`src/rtl/ship_bullet_ctrl.sv`:
```
// ship_bullet_ctrl
//   Per-frame motion controller for the player ship and its single bullet.
//   The ship moves horizontally from the buttons and is clamped between the
//   side walls. The bullet is launched from the ship, flies upward, retires
//   at the top wall and is followed by a re-fire cooldown. All state advances
//   only on refr_tick, and every output is a registered value.
// Ports
//   clk          in   1   system clock
//   reset        in   1   synchronous, active-high reset
//   refr_tick    in   1   one-cycle pulse once per frame
//   btn_left     in   1   move left (level)
//   btn_right    in   1   move right (level)
//   btn_fire     in   1   fire request (level)
//   ship_x       out 11   ship left edge column
//   bull_x       out 11   bullet left edge column
//   bull_y       out 11   bullet top row
//   bull_active  out  1   bullet in flight
//   shots        out  8   launch counter, wraps 255 -> 0
module ship_bullet_ctrl #(
  parameter int unsigned SHIP_X_INIT = 315,
  parameter int unsigned SHIP_W      = 11,
  parameter int unsigned SHIP_T      = 465,
  parameter int unsigned SHIP_V      = 3,
  parameter int unsigned LWALL_R     = 2,
  parameter int unsigned RWALL_L     = 637,
  parameter int unsigned TWALL_R     = 2,
  parameter int unsigned BULL_OFS    = 3,
  parameter int unsigned BULL_H      = 5,
  parameter int unsigned BULL_V      = 4,
  parameter int unsigned COOLDOWN    = 8
) (
  input  logic        clk,
  input  logic        reset,
  input  logic        refr_tick,
  input  logic        btn_left,
  input  logic        btn_right,
  input  logic        btn_fire,
  output logic [10:0] ship_x,
  output logic [10:0] bull_x,
  output logic [10:0] bull_y,
  output logic        bull_active,
  output logic [7:0]  shots
);

  localparam int unsigned CD_W = $clog2(COOLDOWN + 1);

  localparam logic [10:0] X_INIT   = 11'(SHIP_X_INIT);
  localparam logic [10:0] X_MIN    = 11'(LWALL_R + 1);
  localparam logic [10:0] X_MAX    = 11'(RWALL_L - SHIP_W);
  localparam logic [10:0] STEP     = 11'(SHIP_V);
  localparam logic [10:0] OFS      = 11'(BULL_OFS);
  localparam logic [10:0] LAUNCH_Y = 11'(SHIP_T - BULL_H);
  localparam logic [10:0] BSTEP    = 11'(BULL_V);
  // Below this row another full step would enter the top wall.
  localparam logic [10:0] RETIRE_Y = 11'(TWALL_R + 1 + BULL_V);
  localparam logic [CD_W-1:0] CD_LOAD = CD_W'(COOLDOWN);

  typedef enum logic {IDLE, FLY} state_t;

  state_t          state_q, state_d;
  logic [10:0]     ship_x_q, ship_x_d;
  logic [10:0]     bull_x_q, bull_x_d;
  logic [10:0]     bull_y_q, bull_y_d;
  logic [7:0]      shots_q, shots_d;
  logic [CD_W-1:0] cd_q, cd_d;
  logic            armed_q, armed_d;

  always_ff @(posedge clk) begin
    if (reset) begin
      state_q  <= IDLE;
      ship_x_q <= X_INIT;
      bull_x_q <= X_INIT + OFS;
      bull_y_q <= LAUNCH_Y;
      shots_q  <= '0;
      cd_q     <= '0;
      armed_q  <= 1'b1;
    end else begin
      state_q  <= state_d;
      ship_x_q <= ship_x_d;
      bull_x_q <= bull_x_d;
      bull_y_q <= bull_y_d;
      shots_q  <= shots_d;
      cd_q     <= cd_d;
      armed_q  <= armed_d;
    end
  end

  always_comb begin
    state_d  = state_q;
    ship_x_d = ship_x_q;
    bull_x_d = bull_x_q;
    bull_y_d = bull_y_q;
    shots_d  = shots_q;
    cd_d     = cd_q;
    armed_d  = armed_q;

    if (refr_tick) begin
      // Clamp is tested before subtracting/adding so the 11-bit math never wraps.
      if (btn_left && !btn_right) begin
        ship_x_d = (ship_x_q < X_MIN + STEP) ? X_MIN : ship_x_q - STEP;
      end else if (btn_right && !btn_left) begin
        ship_x_d = (ship_x_q + STEP > X_MAX) ? X_MAX : ship_x_q + STEP;
      end

      if (!btn_fire) armed_d = 1'b1;

      unique case (state_q)
        IDLE: begin
          if (btn_fire && armed_q && cd_q == '0) begin
            state_d  = FLY;
            // Launch uses the ship position from before this tick's move.
            bull_x_d = ship_x_q + OFS;
            bull_y_d = LAUNCH_Y;
            shots_d  = shots_q + 8'd1;
            armed_d  = 1'b0;
          end else if (cd_q != '0) begin
            cd_d = cd_q - 1'b1;
          end
        end
        FLY: begin
          if (bull_y_q < RETIRE_Y) begin
            state_d = IDLE;
            cd_d    = CD_LOAD;
          end else begin
            bull_y_d = bull_y_q - BSTEP;
          end
        end
        default: state_d = IDLE;
      endcase
    end
  end

  assign ship_x      = ship_x_q;
  assign bull_x      = bull_x_q;
  assign bull_y      = bull_y_q;
  assign bull_active = (state_q == FLY);
  assign shots       = shots_q;

endmodule
```
`config.mk`:
```
export PLATFORM = sky130hd
export DESIGN_NAME = ship_bullet_ctrl
export DESIGN_NICKNAME = d
export VERILOG_FILES = /design/src/rtl/ship_bullet_ctrl.sv
export SDC_FILE = /design/constraint.sdc
export NUM_CORES = 1
export LEC_CHECK = 0
export CORE_ASPECT_RATIO = 2
export CORE_UTILIZATION = 47
export CTS_CLUSTER_SIZE = 24
export DETAILED_ROUTE_END_ITERATION = 8
export PLACE_DENSITY = 0.76
export RECOVER_POWER = 25
export SLEW_MARGIN = 40
export SYNTH_ARGS = -nofsm -noshare
export SYNTH_HDL_FRONTEND = slang
export SYNTH_SLANG_ARGS = --single-unit
```
`constraint.sdc`:
```
create_clock -name clk -period 2.3 [get_ports clk]
set_clock_uncertainty 0.05 [all_clocks]
set_input_delay 0.46 -clock clk [delete_from_list [all_inputs] [get_ports clk]]
set_output_delay 0.46 -clock clk [all_outputs]
set_load 0.01 [all_outputs]
```
==> out/results.md, run 1 <==
| Item | Reported |
|:---|:---|
| Number of hold violations in the final report | 0 |
| Fraction of power consumed by sequential logic | 40.6% |
| Ordered list of cells on the worst path | inv_1 -> ha_1 -> nand3b_1 -> o2111a_1 -> o32ai_2 -> a41oi_4 -> o21a_1 |
| Post-synthesis register bit count | 45 |
| Post-synthesis cell type with the largest combined area | sky130_fd_sc_hd__dfxtp_1 |
| Arrival @ worst endpoint | 2.34 ns |
| Total wirelength of the detailed-routed design | 7380 µm |
| Reg2reg end | ship_x[0] |
| Number of levels the H-tree was split into | 2 |
| Max Clock Freq | 458 MHz |
| Final critical-path share of the clock period | 94.9% |
| DR iter-0 viols | 76 |
| Share of power burned in combinational logic | 36.8% |
| DR DRC count | 0 |
| DP Area | 3310 µm² |
| Share of the yosys chip area belonging to registers | 34.5% |
| Post-cts resize count | 0 |
| Kind of start point of the critical path | register |
| Depth of the critical timing path with buffers and inverters included | 7 |
| Total clock buffers created by CTS | 5 |
| GRT overflow | 0 |
| Initial cell density of the core | 48.6% |
| Number of endpoints failing setup at the final stage | 0 |
| Hold Path Sink | bull_x[1] |
| Internal power of the cells | 0.00158 W |
| Run status | complete, no violations |
| Source of the worst register-to-register timing path | ship_x[0] |
| Routability congestion estimate from global placement | 0.919 |
| Unrepaired setup endpoints after global routing | false |
| Final Non-Filler Cells | 450 |
| Synth Flop Type | sky130_fd_sc_hd__dfxtp_1 |
| Worst hold path class | register to register |
| Worst reg-to-reg path cell count | 7 |
| Reg clk slew, reported paths | 0.08 ns |
| Final setup TNS | 0 ns |
| Reg-to-reg setup timing slack | 0.12 ns |
| Number of buffers inserted by port buffering | 45 |
| Worst Min Path Start | bull_x[1] |
| Category of the worst setup path capture point | register |
| Combined area of all synthesized cells | 2610 µm² |
| Net switching power figure | 0.000850 W |
| Area Overhead vs Synth | 31.1% |
| Most common cell after layout, fill and taps aside | sky130_fd_sc_hd__dfxtp_1 |
| Power share of the clock group | 22.6% |
| Antenna violations before repair | 0 |
| Crit Path Category | register to register |
| Fin. max-slew vios | 0 |
| Fraction of synthesized cell area taken by the top area cell type | 34.5% |
| Top Family by Delay on Critical Path | compound AO/OA/AOI/OAI gates |
| Top post-synthesis cells by area | sky130_fd_sc_hd__dfxtp_1, sky130_fd_sc_hd__nor2_1, sky130_fd_sc_hd__o21ai_0 |
| Total via count after detailed routing | 2730 |
| Synth unique cells | 59 |
| Clk Latency, worst-skew pair | 0.31 ns |
| Worst Hold Depth | 2 |
| Crit path buffers/inverters | 1 |
| Number of max-cap violations | 0 |
| Placed cells | 442 |
| Number of nets in the final layout | 401 |
| Gr usage total | 26.7% |
| Crit-path max FO | 7 |
| Worst path slowest cell | sky130_fd_sc_hd__dfxtp_1 |
| Estimated wirelength of the detail-placed design | 5680 µm |
| Count of flip-flops with a built-in enable after synthesis | 0 |
| Largest stage delay, worst path | 0.40 ns |
| Post-synthesis async set-or-reset flop share | 0% |
| Buffers inserted during post-CTS setup optimization | 0 |
| Area of the placeable core | 5370 µm² |
| Total power after layout | 0.00243 W |
| Net Sw Frac | 35.0% |
| Worst supply voltage drop on vdd | 482 µV |
| Global-route wire length before repair | 11400 µm |
| Top-level port count | 48 |
| Number of antenna-violating nets in the routed design | 0 |
| Placement row count | 38 |
| Vias in the first global route | 2550 |
| Routed vias/inst | 6.07 |
| Static leakage | 1.36 nW |
| Fraction of final layout cells with drive strength greater than 1 | 13.1% |
| Mean instance size in the synthesized netlist | 8.03 µm² |
| Synthesized instance count | 325 |
| Yosys warnings | 0 |
| Worst endpoint required time | 2.46 ns |
| TritonCTS clock tree | yes |
| CTS Hold Buffers Added | 0 |
| Pin count of the biggest net entering global routing | 19 |
| Die area | 5870 µm² |
| Final cell area excluding filler cells | 3420 µm² |
| Clock root buffer | sky130_fd_sc_hd__clkbuf_8 |
| Time the worst path needs with I/O delays and setup | 2.18 ns |
| DIE HEIGHT | 107 µm |
| Power per cell area | 709 nW/µm² |
| Horiz. Die Dim | 54.7 µm |
| Drt wl/cell | 16.4 µm |
| Clock buffer depth | 2 |
| Number of diodes | 0 |
| Number of iterations in the first detailed-routing pass | 4 |
| Clk sink count | 45 |
| Leading cell types in the layout, fill and taps excluded | sky130_fd_sc_hd__dfxtp_1, sky130_fd_sc_hd__nor2_1, sky130_fd_sc_hd__buf_4 |
==> kinds of logic after synthesis <==
family,share of synthesized area (%)
flip-flops,34.5
XOR/XNOR,6.38
buffers and inverters,6.23
other,0.144
AO/OA/AOI/OAI,23.8
adder cells (fa/ha/maj),2.88
multiplexers,0.384
AND/OR/NAND/NOR,25.6
==> worst register-to-register path, delay by kind of cell, from the launching register on <==
family	cells	cell delay (ns)
AND/OR/NAND/NOR	1	0.24
buffers and inverters	1	0.11
flip-flops	1	0.40
adder cells (fa/ha/maj)	1	0.27
AO/OA/AOI/OAI	4	1.02
==> worst max path at each step <==
stage,from,endpoint,slack [ns]
after floorplan,ship_x[0],ship_x[5],0.02
after CTS,ship_x[0],ship_x[5],0.04
final,ship_x[0],ship_x[0],0.12
after global routing,ship_x[0],ship_x[0],0.03
after detailed placement,btn_right,ship_x[8],-0.04
after global placement,btn_right,ship_x[8],-0.03
==> cell type report <==
type                            count  area [µm²]
Tap cell                           60        75.1
Clock inverter                      1        5.00
Clock buffer                        7        96.3
Fill cell                         494        1950
Sequential cell                    45         901
Inverter                           14        52.6
Multi-Input combinational cell    242        1580
Timing Repair Buffer               81         713
==> layer usage <==
layer | routed length (µm) | global-route usage, % | vias up | share of wire [%]
met5 | 0 | 0 | - | 0
met4 | 344 | 15.6 | 0 | 4.7
met3 | 249 | 4.52 | 29 | 3.4
met2 | 4080 | 49.6 | 84 | 55
met1 | 2710 | 24.5 | 1298 | 37
li1 | - | - | 1319 | -
==> metrics by stage <==
step / hold slack (ns) / setup WS, ns / utilization, %
after floorplan: 0.441 / 0.0182 / -
after global placement: 0.414 / -0.0329 / 61.6
after detailed placement: 0.421 / -0.0394 / 61.6
after CTS: 0.440 / 0.0395 / 63.4
after global routing: 0.464 / 0.0339 / 63.7
final: 0.431 / 0.117 / 63.7
==> state kept, by name (all words and copies together), names as in the netlist <==
signal       flops
armed_q          1
shots            8
bull_y           9
bull_active      1
cd_q             4
ship_x          11
bull_x          11
==> cells in the mapped netlist, types with 2 or more instances <==
cell type                    n
sky130_fd_sc_hd__clkbuf_1   20
sky130_fd_sc_hd__nand3_1     6
sky130_fd_sc_hd__inv_1      14
sky130_fd_sc_hd__nor2_1     36
sky130_fd_sc_hd__and4_1      5
sky130_fd_sc_hd__nor2b_1     3
sky130_fd_sc_hd__nand2b_1    2
sky130_fd_sc_hd__and3_1      5
sky130_fd_sc_hd__a211oi_1    4
sky130_fd_sc_hd__ha_1        6
sky130_fd_sc_hd__nand4_1     9
sky130_fd_sc_hd__or4_1       2
sky130_fd_sc_hd__xor2_1     10
sky130_fd_sc_hd__a32oi_1     2
sky130_fd_sc_hd__o211a_1     2
sky130_fd_sc_hd__dfxtp_1    45
sky130_fd_sc_hd__xnor2_1     9
sky130_fd_sc_hd__o21ai_0    18
sky130_fd_sc_hd__o22ai_1     2
sky130_fd_sc_hd__or2_2       2
sky130_fd_sc_hd__buf_4       2
sky130_fd_sc_hd__a2111oi_0   2
sky130_fd_sc_hd__o2bb2ai_1   2
sky130_fd_sc_hd__nor3_1     17
sky130_fd_sc_hd__o211ai_1    8
sky130_fd_sc_hd__and2_1      3
sky130_fd_sc_hd__nand2_1    20
sky130_fd_sc_hd__a31oi_1     4
sky130_fd_sc_hd__a21oi_1    14
sky130_fd_sc_hd__a41oi_1     4
sky130_fd_sc_hd__o221ai_1    2
sky130_fd_sc_hd__or3_1       8
sky130_fd_sc_hd__nor4b_1     3
sky130_fd_sc_hd__nor3b_1     2
sky130_fd_sc_hd__o21a_1      3
sky130_fd_sc_hd__a21o_1      3
sky130_fd_sc_hd__a2111o_1    3
sky130_fd_sc_hd__a221o_1     2
==> power by group through the flow <==
| stage | Sequential, W | Combinational (W) | Clock, W |
|---|---|---|---|
| after floorplan | 0.00102 | 0.000501 | 0 |
| after CTS | 0.000986 | 0.000929 | 0.000556 |
| final | 0.000984 | 0.000892 | 0.000549 |
| after detailed placement | 0.00100 | 0.000924 | 0 |
| after global placement | 0.000999 | 0.000900 | 0 |
| after global routing | 0.00100 | 0.000980 | 0.000583 |
Power figures use the tool's default switching activity.
==> inputs of run 2 (changes only) <==
--- a/config.mk
+++ b/config.mk
@@ -6,6 +6,7 @@
 export NUM_CORES = 1
 export LEC_CHECK = 0
 export CORE_ASPECT_RATIO = 2
+export CORE_MARGIN = 3
 export CORE_UTILIZATION = 47
 export CTS_CLUSTER_SIZE = 24
 export DETAILED_ROUTE_END_ITERATION = 8
==> run 2 against run 1 <==
Net effect: clock-buffer cell count decreased by 2; non-clock buffer count grew 1; worst hold slack lost 0.0027 ns; via count fell by 2.1%; die area is 11% higher; total power grew 0.71%; cell count decreased by 0.44%; routed wire length shrank 3.0%; sequential power hardly changed; register-to-register slack is essentially flat; largest power group unchanged.
==> out/results.md, run 2 (same netlist as run 1, synthesis figures left out) <==
| Item | Reported | Delta |
|:---|:---|:---|
| Run status | complete, no violations | unchanged |
| Top Family by Delay on Critical Path | compound AO/OA/AOI/OAI gates | unchanged |
| Fin. max-slew vios | 0 | unchanged |
| Smallest setup slack after layout | 0.118 ns | was 0.117 ns |
| Power per cell area | 716 nW/µm² | was 709 nW/µm² |
| Top-level port count | 48 | unchanged |
| Buffers inserted during post-CTS setup optimization | 0 | unchanged |
| Number of endpoints failing setup at the final stage | 0 | unchanged |
| Drt wl/cell | 16.0 µm | was 16.4 µm |
| Arrival @ worst endpoint | 2.32 ns | was 2.34 ns |
| Number of diodes | 0 | unchanged |
| Start point of the critical path | ship_x[1] | was ship_x[0] |
| Final setup TNS | 0 ns | unchanged |
| Most common cell after layout, fill and taps aside | sky130_fd_sc_hd__dfxtp_1 | unchanged |
| Max Clock Freq | 458 MHz | about the same |
| Dpl ws | -0.0302 ns | was -0.0394 ns |
| DR DRC count | 0 | unchanged |
| Kind of start point of the critical path | register | unchanged |
| Leading cell types in the layout, fill and taps excluded | sky130_fd_sc_hd__dfxtp_1, sky130_fd_sc_hd__nor2_1, sky130_fd_sc_hd__buf_4 | unchanged |
| DR iter-0 viols | 161 | was 76 |
| Total via count after detailed routing | 2672 | was 2730 |
| Worst reg-to-reg path cell count | 7 | unchanged |
| Horiz. Die Dim | 58.7 µm | was 54.7 µm |
| Worst Setup EP | ship_x[0] | unchanged |
| Final cell area excluding filler cells | 3410 µm² | was 3420 µm² |
| Gr usage total | 23.3% | was 26.7% |
| Number of buffers inserted by port buffering | 45 | unchanged |
| Initial cell density of the core | 49.5% | was 48.6% |
| Area of the placeable core | 5280 µm² | was 5370 µm² |
| Worst supply voltage drop on vdd | 633 µV | was 482 µV |
| Area Overhead vs Synth | 30.8% | was 31.1% |
| Static leakage | 1.36 nW | about the same |
| Category of the worst setup path capture point | register | unchanged |
| Worst Min Path Start | bull_x[4] | was bull_x[1] |
| Crit Path Category | register to register | unchanged |
| Time the worst path needs with I/O delays and setup | 2.18 ns | about the same |
| Total clock buffers created by CTS | 5 | unchanged |
| Reg clk slew, reported paths | 0.07 ns | was 0.08 ns |
| Reg-to-reg setup timing slack | 0.12 ns | about the same |
| Die area | 6540 µm² | was 5870 µm² |
| DIE HEIGHT | 111 µm | was 107 µm |
| Number of antenna-violating nets in the routed design | 0 | unchanged |
| Clk Latency, worst-skew pair | 0.29 ns | was 0.31 ns |
| Worst endpoint required time | 2.43 ns | was 2.46 ns |
| Clk sink count | 45 | unchanged |
| CTS Hold Buffers Added | 0 | unchanged |
| Vias in the first global route | 2572 | was 2550 |
| Reg2reg end | ship_x[0] | unchanged |
| TritonCTS clock tree | yes | unchanged |
| Clock buffer depth | 2 | unchanged |
| Final Non-Filler Cells | 448 | was 450 |
| Largest stage delay, worst path | 0.37 ns | was 0.40 ns |
| Routability congestion estimate from global placement | 0.902 | was 0.919 |
| Number of nets in the final layout | 402 | was 401 |
| Number of levels the H-tree was split into | 2 | unchanged |
| GRT overflow | 0 | unchanged |
| Unrepaired setup endpoints after global routing | false | unchanged |
| Final critical-path share of the clock period | 94.9% | about the same |
| Antenna violations before repair | 0 | unchanged |
| Crit-path max FO | 7 | unchanged |
| Routed vias/inst | 5.96 | was 6.07 |
| Worst path slowest cell | sky130_fd_sc_hd__dfxtp_1 | unchanged |
| Worst hold path class | register to register | unchanged |
| Pin count of the biggest net entering global routing | 19 | unchanged |
| Placement row count | 37 | was 38 |
| Global-route wire length before repair | 12100 µm | was 11400 µm |
| Clock root buffer | sky130_fd_sc_hd__clkbuf_8 | unchanged |
| Number of hold violations in the final report | 0 | unchanged |
| Fraction of final layout cells with drive strength greater than 1 | 13.1% | unchanged |
| Total wirelength of the detailed-routed design | 7170 µm | was 7380 µm |
| Depth of the critical timing path with buffers and inverters included | 7 | unchanged |
| Crit path buffers/inverters | 2 | was 1 |
| Source of the worst register-to-register timing path | ship_x[1] | was ship_x[0] |
| Number of max-cap violations | 0 | unchanged |
| DP Area | 3310 µm² | about the same |
| Placed cells | 441 | was 442 |
| Ordered list of cells on the worst path | inv_1 -> ha_1 -> buf_4 -> or3_1 -> o211ai_1 -> a41oi_2 -> o21a_1 | was inv_1 -> ha_1 -> nand3b_1 -> o2111a_1 -> o32ai_2 -> a41oi_4 -> o21a_1 |
| Number of iterations in the first detailed-routing pass | 4 | unchanged |
| Estimated wirelength of the detail-placed design | 5600 µm | was 5680 µm |
[run 2: changes by cell type in the layout (fill, tap and decap cells not counted)]
| cell | change |
|---|---|
| sky130_fd_sc_hd__clkbuf_8 | -2 |
| sky130_fd_sc_hd__dlygate4sd3_1 | +2 |
| sky130_fd_sc_hd__o32ai_1 | +1 |
| sky130_fd_sc_hd__buf_4 | +2 |
| sky130_fd_sc_hd__clkbuf_1 | -1 |
| sky130_fd_sc_hd__o21ai_0 | -1 |
| sky130_fd_sc_hd__bufinv_16 | +1 |
| sky130_fd_sc_hd__o21ai_1 | +1 |
| sky130_fd_sc_hd__a41oi_2 | +1 |
| sky130_fd_sc_hd__o32ai_2 | -1 |
| sky130_fd_sc_hd__a41oi_4 | -1 |
| sky130_fd_sc_hd__clkdlybuf4s50_1 | -2 |
[run 2: timing repair]
action	CTS	global route
gates resized for setup	0	2
setup endpoints to repair	0	1
hold endpoints to repair	0	0
[run 2: area by class of cell]
cell class                 instances  area [µm²]
fill                             478        1860
clock inverter                     2        35.0
timing repair buffer              82         724
tap                               58        72.6
sequential                        45         901
inverter                          14        52.6
multi-input combinational        242        1560
clock buffer                       5        68.8
[run 2: worst min-delay path by stage]
stage	slack, ns	end	cells after the start
3_5_place_dp	0.42	bull_x[4]	2
5_1_grt	0.46	bull_x[4]	2
6_report	0.43	bull_x[4]	2
3_3_place_gp	0.42	bull_x[4]	2
2_1_floorplan	0.44	cd_q[1]	2
4_1_cts	0.44	bull_x[4]	2
[run 2: metrics by stage]
stage	util [%]	total power [W]	hold WS, ns
2_1_floorplan	-	0.00152	0.441
3_3_place_gp	62.8	0.00190	0.418
3_5_place_dp	62.8	0.00192	0.421
4_1_cts	64.7	0.00249	0.439
5_1_grt	64.7	0.00262	0.456
6_report	64.7	0.00244	0.428
[run 2: tightest hold or removal path: stages, from the launching register on]
cell                       delay (ns)
sky130_fd_sc_hd__dfxtp_1         0.32
sky130_fd_sc_hd__nand2_1         0.05
sky130_fd_sc_hd__o211ai_1        0.08
[run 2: where the power goes]
part	switching (W)	internal, W	leakage, nW
Combinational	0.000469	0.000416	0.937
Clock	0.000258	0.000316	0.0540
Sequential	0.0000931	0.000891	0.367
[run 2: layer usage]
layer	global-route usage (%)	vias up	share of wire, %
li1	-	1318	-
met5	0	-	0
met4	13.3	0	4.7
met1	25.9	1245	39
met3	2.55	29	3.1
met2	41.0	80	53
==> inputs of run 3 (changes only) <==
--- a/config.mk
+++ b/config.mk
@@ -7,10 +7,11 @@
 export LEC_CHECK = 0
 export CORE_ASPECT_RATIO = 2
 export CORE_MARGIN = 3
-export CORE_UTILIZATION = 47
+export CORE_UTILIZATION = 52
 export CTS_CLUSTER_SIZE = 24
 export DETAILED_ROUTE_END_ITERATION = 8
-export PLACE_DENSITY = 0.76
+export GPL_ROUTABILITY_DRIVEN = 0
+export PLACE_DENSITY = 0.79
 export RECOVER_POWER = 25
 export SLEW_MARGIN = 40
 export SYNTH_ARGS = -nofsm -noshare
==> constraint.sdc (replaced) <==
create_clock -name clk -period 2.2 [get_ports clk]
set_clock_uncertainty 0.05 [all_clocks]
set_input_delay 0.44 -clock clk [delete_from_list [all_inputs] [get_ports clk]]
set_output_delay 0.44 -clock clk [all_outputs]
set_load 0.01 [all_outputs]
==> run 3 against run 2 <==
Net effect: register-to-register slack hardly changed; critical path depth is 2 lower; clock power is 32% higher; clock-buffer cell count stayed put; largest cell class unchanged; highest routed layer unchanged.
==> out/results.md, run 3 (same netlist as run 1, synthesis figures left out) <==
| Item | Reported | Delta |
|:---|:---|:---|
| Run status | complete, no violations | unchanged |
| DIE HEIGHT | 106 µm | was 111 µm |
| Global-route wire length before repair | 12500 µm | was 12100 µm |
| Arrival @ worst endpoint | 2.23 ns | was 2.32 ns |
| Number of hold violations in the final report | 0 | unchanged |
| Area Overhead vs Synth | 33.5% | was 30.8% |
| Vias in the first global route | 2798 | was 2572 |
| Placement row count | 35 | was 37 |
| Worst-margin pin slew | 0.518 ns |  |
| Number of buffers inserted by port buffering | 45 | unchanged |
| Drt wl/cell | 16.6 µm | was 16.0 µm |
| Kind of start point of the critical path | register | unchanged |
| Pin count of the biggest net entering global routing | 19 | unchanged |
| Initial cell density of the core | 55.2% | was 49.5% |
| Reg clk slew, reported paths | 0.09 ns | was 0.07 ns |
| Category of the worst setup path capture point | register | unchanged |
| Worst reg-to-reg path cell count | 5 | was 7 |
| Worst hold path class | register to register | unchanged |
| Fin. max-slew vios | 0 | unchanged |
| Number of nets in the final layout | 401 | was 402 |
| Gr usage total | 25.4% | was 23.3% |
| Number of antenna-violating nets in the routed design | 0 | unchanged |
| Unrepaired setup endpoints after global routing | false | unchanged |
| Number of max-cap violations | 0 | unchanged |
| Power per cell area | 790 nW/µm² | was 716 nW/µm² |
| Number of diodes | 0 | unchanged |
| Total via count after detailed routing | 2793 | was 2672 |
| Top-level port count | 48 | unchanged |
| Number of iterations in the first detailed-routing pass | 5 | was 4 |
| Worst endpoint required time | 2.34 ns | was 2.43 ns |
| Clock buffer depth | 2 | unchanged |
| Clk Latency, worst-skew pair | 0.30 ns | was 0.29 ns |
| Crit-path max FO | 6 | was 7 |
| Max Clock Freq | 478 MHz | was 458 MHz |
| Leading cell types in the layout, fill and taps excluded | sky130_fd_sc_hd__dfxtp_1, sky130_fd_sc_hd__nor2_1, sky130_fd_sc_hd__buf_4 | unchanged |
| Post-Route Utilization | 73.7% | was 64.7% |
| Placed cells | 437 | was 441 |
| Area of the placeable core | 4730 µm² | was 5280 µm² |
| Number of endpoints failing setup at the final stage | 0 | unchanged |
| Worst supply voltage drop on vdd | 606 µV | was 633 µV |
| CTS Hold Buffers Added | 0 | unchanged |
| DR iter-0 viols | 87 | was 161 |
| Relative max-transition margin | 65.0% |  |
| Static leakage | 1.39 nW | was 1.36 nW |
| Antenna violations before repair | 0 | unchanged |
| Final setup TNS | 0 ns | unchanged |
| TritonCTS clock tree | yes | unchanged |
| Fraction of final layout cells with drive strength greater than 1 | 14.6% | was 13.1% |
| Horiz. Die Dim | 56.1 µm | was 58.7 µm |
| DR DRC count | 0 | unchanged |
| Final critical-path share of the clock period | 95.1% | was 94.9% |
| Crit Path Category | register to register | unchanged |
| Estimated wirelength of the detail-placed design | 5630 µm | was 5600 µm |
| Number of levels the H-tree was split into | 2 | unchanged |
| Total clock buffers created by CTS | 5 | unchanged |
| Routed vias/inst | 6.28 | was 5.96 |
| Total wirelength of the detailed-routed design | 7390 µm | was 7170 µm |
| Time the worst path needs with I/O delays and setup | 2.09 ns | was 2.18 ns |
| Worst Hold Depth | 2 | unchanged |
| Most common cell after layout, fill and taps aside | sky130_fd_sc_hd__dfxtp_1 | unchanged |
| Final Non-Filler Cells | 445 | was 448 |
| Clock root buffer | sky130_fd_sc_hd__clkbuf_8 | unchanged |
| Die area | 5960 µm² | was 6540 µm² |
| GRT overflow | 0 | unchanged |
| Clk sink count | 45 | unchanged |
## run 3: final timing paths
check	slack (ns)	from	end
worst min register to register	0.44	bull_x[3]	bull_x[3]
worst min-delay path	0.44	bull_x[3]	bull_x[3]
worst max-delay path	0.11	ship_x[6]	ship_x[8]
worst max register to register	0.11	ship_x[6]	ship_x[8]
## run 3: per-layer routing
layer | vias to the layer above | GRT usage, % | routed length (µm)
li1 | 1320 | - | -
met1 | 1323 | 25.1 | 2660
met5 | - | 0 | 0
met3 | 29 | 2.79 | 362
met4 | 0 | 14.1 | 343
met2 | 121 | 49.2 | 4020
## run 3: power breakdown
group          switching (W)  internal [W]  total, W
sequential          0.000102      0.000933   0.00103
clock               0.000299      0.000457  0.000756
combinational       0.000508      0.000455  0.000962
## run 3: repair_timing
item,CTS,global route
endpoints found under the setup margin,2,7
resized for setup,1,9
pin swaps,0,2
setup buffers,0,0
gates cloned,0,0
## run 3: stage by stage
step / area, µm² / total power [W] / hold slack, ns / setup WS [ns]
finish: 3480 / 0.00275 / 0.437 / 0.107
global placement: 3310 / 0.00199 / 0.421 / -0.105
CTS: 3450 / 0.00277 / 0.444 / 0.0101
global route: 3480 / 0.00290 / 0.479 / 0.0122
floorplan: 2620 / 0.00159 / 0.441 / 0.00670
detailed placement: 3310 / 0.00202 / 0.424 / -0.159
## run 3: critical path, cell delays in order, from the launching register on
cell and delay (ns):
sky130_fd_sc_hd__dfxtp_1 0.34, sky130_fd_sc_hd__or4_4 0.58, sky130_fd_sc_hd__o31ai_4 0.39, sky130_fd_sc_hd__a21oi_1 0.08, sky130_fd_sc_hd__o21a_1 0.18, sky130_fd_sc_hd__a2111o_1 0.37
## run 3: final cells by class
class | count | area, µm²
clock inverters | 3 | 68.8
clock buffers | 5 | 68.8
inverters | 14 | 52.6
fillers | 360 | 1250
well taps | 55 | 68.8
repair buffers | 81 | 729
flip-flops and latches | 45 | 903
multi-input cells | 242 | 1590
